$ cat config.mk
export PLATFORM = sky130hd
export DESIGN_NAME = iir1_multichannel_filter
export DESIGN_NICKNAME = d
export VERILOG_FILES = /design/src/rtl/iir1_multichannel_filter.sv
export SDC_FILE = /design/constraint.sdc
export NUM_CORES = 1
export LEC_CHECK = 0
export CAP_MARGIN = 20
export CORE_UTILIZATION = 40
export CTS_BUF_LIST = sky130_fd_sc_hd__clkbuf_2
export DETAILED_ROUTE_END_ITERATION = 6
export PLACE_DENSITY = 0.62
export SYNTH_ARGS = -nofsm -noshare
export SYNTH_HDL_FRONTEND = slang
export SYNTH_SLANG_ARGS = --single-unit
export TNS_END_PERCENT = 20
$ cat constraint.sdc
create_clock -name clk -period 11.3 [get_ports clk]
set_input_delay 2.26 -clock clk [delete_from_list [all_inputs] [get_ports clk]]
set_output_delay 2.26 -clock clk [all_outputs]
set_load 0.01 [all_outputs]
$ cat src/rtl/iir1_multichannel_filter.sv
// First-order IIR (high-pass / low-pass / bypass) over a packed multichannel frame,
// one shared multiplier stepping through the channels, CHANNELS+1 cycles strobe to out_valid.
module iir1_multichannel_filter #(
  parameter int DATA_W   = 16,
  parameter int CHANNELS = 2,
  parameter int COEF_W   = 16
) (
  input  logic                         clk,
  input  logic                         reset,
  input  logic                         sample_valid,
  input  logic [CHANNELS*DATA_W-1:0]   data_in,
  input  logic [1:0]                   mode,
  input  logic [COEF_W-1:0]            coef,
  output logic [CHANNELS*DATA_W-1:0]   data_out,
  output logic                         out_valid,
  output logic                         busy,
  output logic                         overrun
);

  localparam int CH_W = (CHANNELS > 1) ? $clog2(CHANNELS) : 1;
  localparam int S_W  = DATA_W + 2;
  localparam int P_W  = S_W + COEF_W + 1;
  localparam int R_W  = DATA_W + 3;
  localparam logic [CH_W-1:0] LAST_CH = CH_W'(CHANNELS - 1);

  typedef enum logic {IDLE, CALC} state_t;

  state_t                       state_q, state_d;
  logic [CH_W-1:0]              ch_q;
  logic [CHANNELS*DATA_W-1:0]   frame_q;
  logic [1:0]                   mode_q;
  logic [COEF_W-1:0]            coef_q;
  logic signed [DATA_W-1:0]     x_prev_q [CHANNELS];
  logic signed [DATA_W-1:0]     y_prev_q [CHANNELS];
  logic signed [DATA_W-1:0]     shadow_q [CHANNELS];
  logic [CHANNELS*DATA_W-1:0]   data_out_q;
  logic                         out_valid_q;
  logic                         overrun_q;

  logic                         last_ch, accept, step, finish, drop;
  logic signed [DATA_W-1:0]     x_arr [CHANNELS];
  logic signed [DATA_W-1:0]     x_cur, xp_cur, yp_cur, y_cur;
  logic signed [S_W-1:0]        s_op;
  logic signed [R_W-1:0]        add_op, r_mul, r_val;
  logic signed [P_W-1:0]        prod;

  assign last_ch = (ch_q == LAST_CH);

  always_ff @(posedge clk) begin
    if (reset) state_q <= IDLE;
    else       state_q <= state_d;
  end

  always_comb begin
    state_d = state_q;
    case (state_q)
      IDLE:    if (sample_valid) state_d = CALC;
      CALC:    if (last_ch)      state_d = IDLE;
      default: state_d = IDLE;
    endcase
  end

  always_comb begin
    accept = (state_q == IDLE) && sample_valid;
    step   = (state_q == CALC);
    finish = (state_q == CALC) && last_ch;
    drop   = (state_q == CALC) && sample_valid;
    busy   = (state_q == CALC);
  end

  // Channel 0 sits in the MSBs of the packed frame.
  always_comb begin
    for (int k = 0; k < CHANNELS; k++)
      x_arr[k] = frame_q[(CHANNELS-k)*DATA_W-1 -: DATA_W];
  end

  assign x_cur  = x_arr[ch_q];
  assign xp_cur = x_prev_q[ch_q];
  assign yp_cur = y_prev_q[ch_q];

  // Operand select feeding the single multiplier; LPF adds x back after scaling.
  always_comb begin
    s_op   = '0;
    add_op = '0;
    case (mode_q)
      2'b01: s_op = S_W'(yp_cur) + S_W'(x_cur) - S_W'(xp_cur);
      2'b10: begin
        s_op   = S_W'(yp_cur) - S_W'(x_cur);
        add_op = R_W'(x_cur);
      end
      default: s_op = '0;
    endcase
  end

  assign prod  = P_W'(s_op) * P_W'($signed({1'b0, coef_q}));
  assign r_mul = R_W'(prod >>> COEF_W);

  always_comb begin
    if (mode_q == 2'b01 || mode_q == 2'b10) r_val = r_mul + add_op;
    else                                    r_val = R_W'(x_cur);
    if (r_val[R_W-1:DATA_W-1] != {(R_W-DATA_W+1){r_val[R_W-1]}})
      y_cur = r_val[R_W-1] ? {1'b1, {(DATA_W-1){1'b0}}} : {1'b0, {(DATA_W-1){1'b1}}};
    else
      y_cur = r_val[DATA_W-1:0];
  end

  always_ff @(posedge clk) begin
    if (reset) begin
      ch_q        <= '0;
      frame_q     <= '0;
      mode_q      <= '0;
      coef_q      <= '0;
      data_out_q  <= '0;
      out_valid_q <= 1'b0;
      overrun_q   <= 1'b0;
      for (int k = 0; k < CHANNELS; k++) begin
        x_prev_q[k] <= '0;
        y_prev_q[k] <= '0;
        shadow_q[k] <= '0;
      end
    end else begin
      out_valid_q <= finish;
      overrun_q   <= drop;
      if (accept) begin
        frame_q <= data_in;
        mode_q  <= mode;
        coef_q  <= coef;
        ch_q    <= '0;
      end
      if (step) begin
        x_prev_q[ch_q] <= x_cur;
        y_prev_q[ch_q] <= y_cur;
        shadow_q[ch_q] <= y_cur;
        ch_q           <= last_ch ? '0 : ch_q + 1'b1;
      end
      // The last channel's result bypasses the shadow slot it is being written into.
      if (finish) begin
        for (int k = 0; k < CHANNELS; k++)
          data_out_q[(CHANNELS-k)*DATA_W-1 -: DATA_W] <= (CH_W'(k) == ch_q) ? y_cur : shadow_q[k];
      end
    end
  end

  assign data_out  = data_out_q;
  assign out_valid = out_valid_q;
  assign overrun   = overrun_q;

endmodule

==> tab_implementation.tex <==
\begin{tabular}{lr}
\hline
Metric & Value \\
\hline
\multicolumn{2}{l}{\textbf{Layout}} \\
\quad Multi-input gate area in the final layout & 15140 um2 \\
\quad Relative area change from synthesis to final layout & 21.91\% \\
\quad Share of cells above drive strength 1 & 17.93\% \\
\quad Fillers & 4617 \\
\quad Nets@finish & 3012 \\
\quad Flip-flop and latch area & roughly 3700 um2 \\
\multicolumn{2}{l}{\textbf{STA}} \\
\quad Final cycle utilization of the critical path & 99.09\% \\
\quad Final setup skew & 0.09977 ns \\
\quad Max-slew violation count & 0 \\
\quad Slew at the pin closest to its max-slew limit & 1.118 ns \\
\quad Headroom to the max-slew limit & 25.31\% \\
\quad RSZ-0062 raised after global routing & yes \\
\quad Final count of hold timing violations & 0 \\
\quad Achievable frequency & 0.08931 GHz \\
\quad Final worst hold slack & between 0.4 and 0.5 ns \\
\quad PnR worst setup slack & 0.1032 ns \\
\quad Tmin final & roughly 11 ns \\
\quad Final setup violation count & 0 \\
\multicolumn{2}{l}{\textbf{Clock tree}} \\
\quad Clock root cell & sky130\_fd\_sc\_hd\_\_clkbuf\_2 \\
\quad Clock transition at the register clock pins on the worst setup and hold paths after CTS & 0.25 ns \\
\quad H-Tree Level Count & 4 \\
\quad Clock tree buffer depth & 2 \\
\quad Quantity of hold-fixing buffers added after cts & 0 \\
\quad Clock insertion delay at the later pin of the skew report & 0.86 ns \\
\quad CTS tree & done \\
\quad TritonCTS sink count & 151 \\
\quad TritonCTS Buffers & 17 \\
\multicolumn{2}{l}{\textbf{Global routing}} \\
\quad Total overflow reported by the global router & 0 \\
\quad Met1 layer usage reported by global route & 31.42\% \\
\quad Met3 Resource Use GR & 2.360\% \\
\quad Met2 Use GR & 36.94\% \\
\quad Layer with the highest usage & met2 \\
\quad Wire length of the first global-routing pass & 88840 um \\
\quad GRT Resource Usage Total & roughly 22\% \\
\quad Antenna violations before repair & 1 \\
\quad Largest net degree at the start of global routing & 73 \\
\quad Via count of the first global-routing pass & $\sim$17000 \\
\multicolumn{2}{l}{\textbf{Routing}} \\
\quad Final routed wire length divided by cell count & 17.18 um \\
\quad Router iterations before antenna repair & 5 \\
\quad Via density & a little over 5 \\
\quad Final WL & 54840 um \\
\quad Initial DRC Count & a little over 900 \\
\quad Total vias in the final route & 16132 \\
\quad DRC viols & 0 \\
\quad Post-DRT Antenna Nets & 0 \\
\multicolumn{2}{l}{\textbf{Job}} \\
\quad MaxCap Viol Count & 0 \\
\multicolumn{2}{l}{\textbf{Placement}} \\
\quad Half-perimeter wire length of the detailed placement result & 44010 um \\
\quad GP Congestion & 0.9514 \\
\quad Worst setup slack after placement & -0.5364 ns \\
\quad Quantity of I/O buffers inserted on ports & 87 \\
\multicolumn{2}{l}{\textbf{Synthesis}} \\
\quad Yosys warnings & 0 \\
\quad Post-Syn Area & 19920 um2 \\
\quad Top cell type by total area after synthesis & sky130\_fd\_sc\_hd\_\_fa\_1 \\
\quad Predominant post-synthesis flop cell & sky130\_fd\_sc\_hd\_\_dfxtp\_1 \\
\quad Synthesized instance count & 2268 \\
\quad Most instantiated library cell after synthesis & sky130\_fd\_sc\_hd\_\_inv\_1 \\
\quad Number of nets produced by synthesis & approximately 2800 \\
\quad Portion of the post-synthesis area used by sequential elements & 18.39\% \\
\quad Async S/R FF share, synth & 0\% \\
\quad Top cells by count, synth & sky130\_fd\_sc\_hd\_\_inv\_1, sky130\_fd\_sc\_hd\_\_nand2\_1, sky130\_fd\_sc\_hd\_\_fa\_1 \\
\quad Netlist cell types & 75 \\
\quad Top area cells in the synthesized netlist & sky130\_fd\_sc\_hd\_\_fa\_1, sky130\_fd\_sc\_hd\_\_edfxtp\_1, sky130\_fd\_sc\_hd\_\_ha\_1 \\
\quad Number of synthesized flops with an enable pin & 64 \\
\quad Number of flip-flops and latches in the synthesized netlist & 151 \\
\quad Post-synthesis area per instance & 8.784 um2 \\
\quad Area fraction of the dominant cell type after synthesis & 30.55\% \\
\multicolumn{2}{l}{\textbf{Setup path}} \\
\quad Type of the setup path with the least slack & reg2reg \\
\quad Worst reg-to-reg path cell count & 48 \\
\quad Maximum cell stage delay along the critical path & roughly 0.60 ns \\
\quad Critical path capture point type & flop \\
\quad Cell with the biggest individual delay on the critical path & sky130\_fd\_sc\_hd\_\_fa\_1 \\
\quad Data required time of the worst path & $\sim$12 ns \\
\quad Critical path fanouts, max & 8 \\
\quad CP startpoint kind & flop \\
\quad Arr. time, crit path & 11.96 ns \\
\quad Most used cell along the critical path & sky130\_fd\_sc\_hd\_\_fa\_1 \\
\multicolumn{2}{l}{\textbf{Hold path}} \\
\quad Hold Path Stages & 2 \\
\quad Min-Delay Path Class & reg2reg \\
\multicolumn{2}{l}{\textbf{Die}} \\
\quad Die boundary height & 225.2 um \\
\quad Initial cell density of the core & 40.61\% \\
\quad Total die area & between 50000 and 60000 um2 \\
\quad Core box area & between 40000 and 50000 um2 \\
\quad Horiz. Die Dim & 225.2 um \\
\quad \# IOs & 88 \\
\quad Row count & between 80 and 90 \\
\multicolumn{2}{l}{\textbf{Status}} \\
\quad Result of the run & complete, no violations \\
\multicolumn{2}{l}{\textbf{Power}} \\
\quad Leakage power figure & about 11 nW \\
\quad Power density over cell area & 89.33 nW/um2 \\
\quad Max VDD drop & 69.85 uV \\
\hline
\end{tabular}
-- sequential cells by signal, summed over array words and instances, names as in the netlist, named ones only --
signal	count
frame_q	32
ch_q	1
out_valid	1
x_prev_q	32
overrun	1
busy	1
mode_q	2
data_out	32
shadow_q	32
coef_q	16
-- power by group --
part	switching [mW]	leakage, nW	internal, mW
Clock	0.258	0.140	0.0708
Combinational	0.645	9.90	0.556
Sequential	0.0316	1.38	0.608
Total	0.935	11.4	1.23
-- final cells by class --
cell class                      instances  share of cell area [%]
Timing Repair Buffer                  324                   11.55
Multi-Input combinational cell       1589                   62.34
Tap cell                              664                   3.421
Sequential cell                       151                   15.09
Inverter                              430                   6.646
Clock buffer                           18                  0.3709
Antenna cell                            1                 0.01030
Clock inverter                         14                  0.5667
-- worst paths after layout --
check	to	start	slack (ns)
hold / removal	frame_q[22]$_SDFFE_PP0P_	frame_q[22]$_SDFFE_PP0P_	0.47
setup reg to reg	data_out[6]$_SDFFE_PP0P_	flop	0.10
setup / recovery	data_out[6]$_SDFFE_PP0P_	flop	0.10
hold reg to reg	frame_q[22]$_SDFFE_PP0P_	frame_q[22]$_SDFFE_PP0P_	0.47
-- layer usage --
layer,vias up,wire (um)
met2,489,25950
met4,0,1374
li1,7579,-
met3,78,2830
met5,-,0
met1,7986,24690
-- cell usage in the layout (no fill, tap or decap), drive strengths merged, types with 4 or more instances in the layout --
cell type      count
dfxtp             87
a22o               8
o21ai             45
xnor2             55
edfxtp            64
clkbuf            18
o2bb2a             5
o21bai             7
o221a              8
a21oi            126
a211o              5
xor2              24
a21boi             6
nand4              4
ha               142
nand2b            28
a21o              23
a22oi             15
and2              57
a211oi             9
o21a              10
clkdlybuf4s50     86
nand2            320
nor2b             36
nor3              13
mux2i             37
fa               304
clkinv             6
nand3             16
nor2             210
inv              437
o311a              8
mux2              17
buf              238
and3               6
-- per-stage QoR --
step | utilization (%) | cell area, um2 | power [mW] | std cells | TNS [ns]
final | 49.51 | 24290 | 2.169 | 3191 | 0
after global routing | 49.51 | 24290 | 2.303 | 3191 | -14.58
after CTS | 48.15 | 23620 | 2.066 | 3175 | 0
after detailed placement | 46.62 | 22870 | 1.644 | 3123 | -21.95
after global placement | 46.62 | 22870 | 1.625 | 3123 | -14.52
after floorplan | - | 20000 | 1.246 | 2268 | 0
-- critical path, delay by kind of cell, from the launching register on --
kind / cells / cell delay [ns]
adder cells (fa/ha/maj): 10 / 4.40
AO/OA/AOI/OAI: 20 / 3.69
AND/OR/NAND/NOR: 5 / 0.93
buffers and inverters: 8 / 0.87
XOR/XNOR: 4 / 0.58
flip-flops: 1 / 0.39
multiplexers: 1 / 0.31
-- repair_timing --
action / 4_1_cts / 5_1_grt
cloned: 1 / 0
resized for setup: 93 / 121
pin swaps: 61 / 99
setup endpoints to repair: 48 / 48
buffers inserted: 19 / 17
-- cell families after synthesis --
logic type	share of synthesized area, %
and+or+nand+nor	15.22
buffers and inverters	10.01
AOI/OAI and AO/OA	10.48
muxes	2.820
adders and majority gates	39.47
DFF	18.39
xor gates and xnor gates	3.605
No activity file was read; power rests on OpenSTA's default activity.
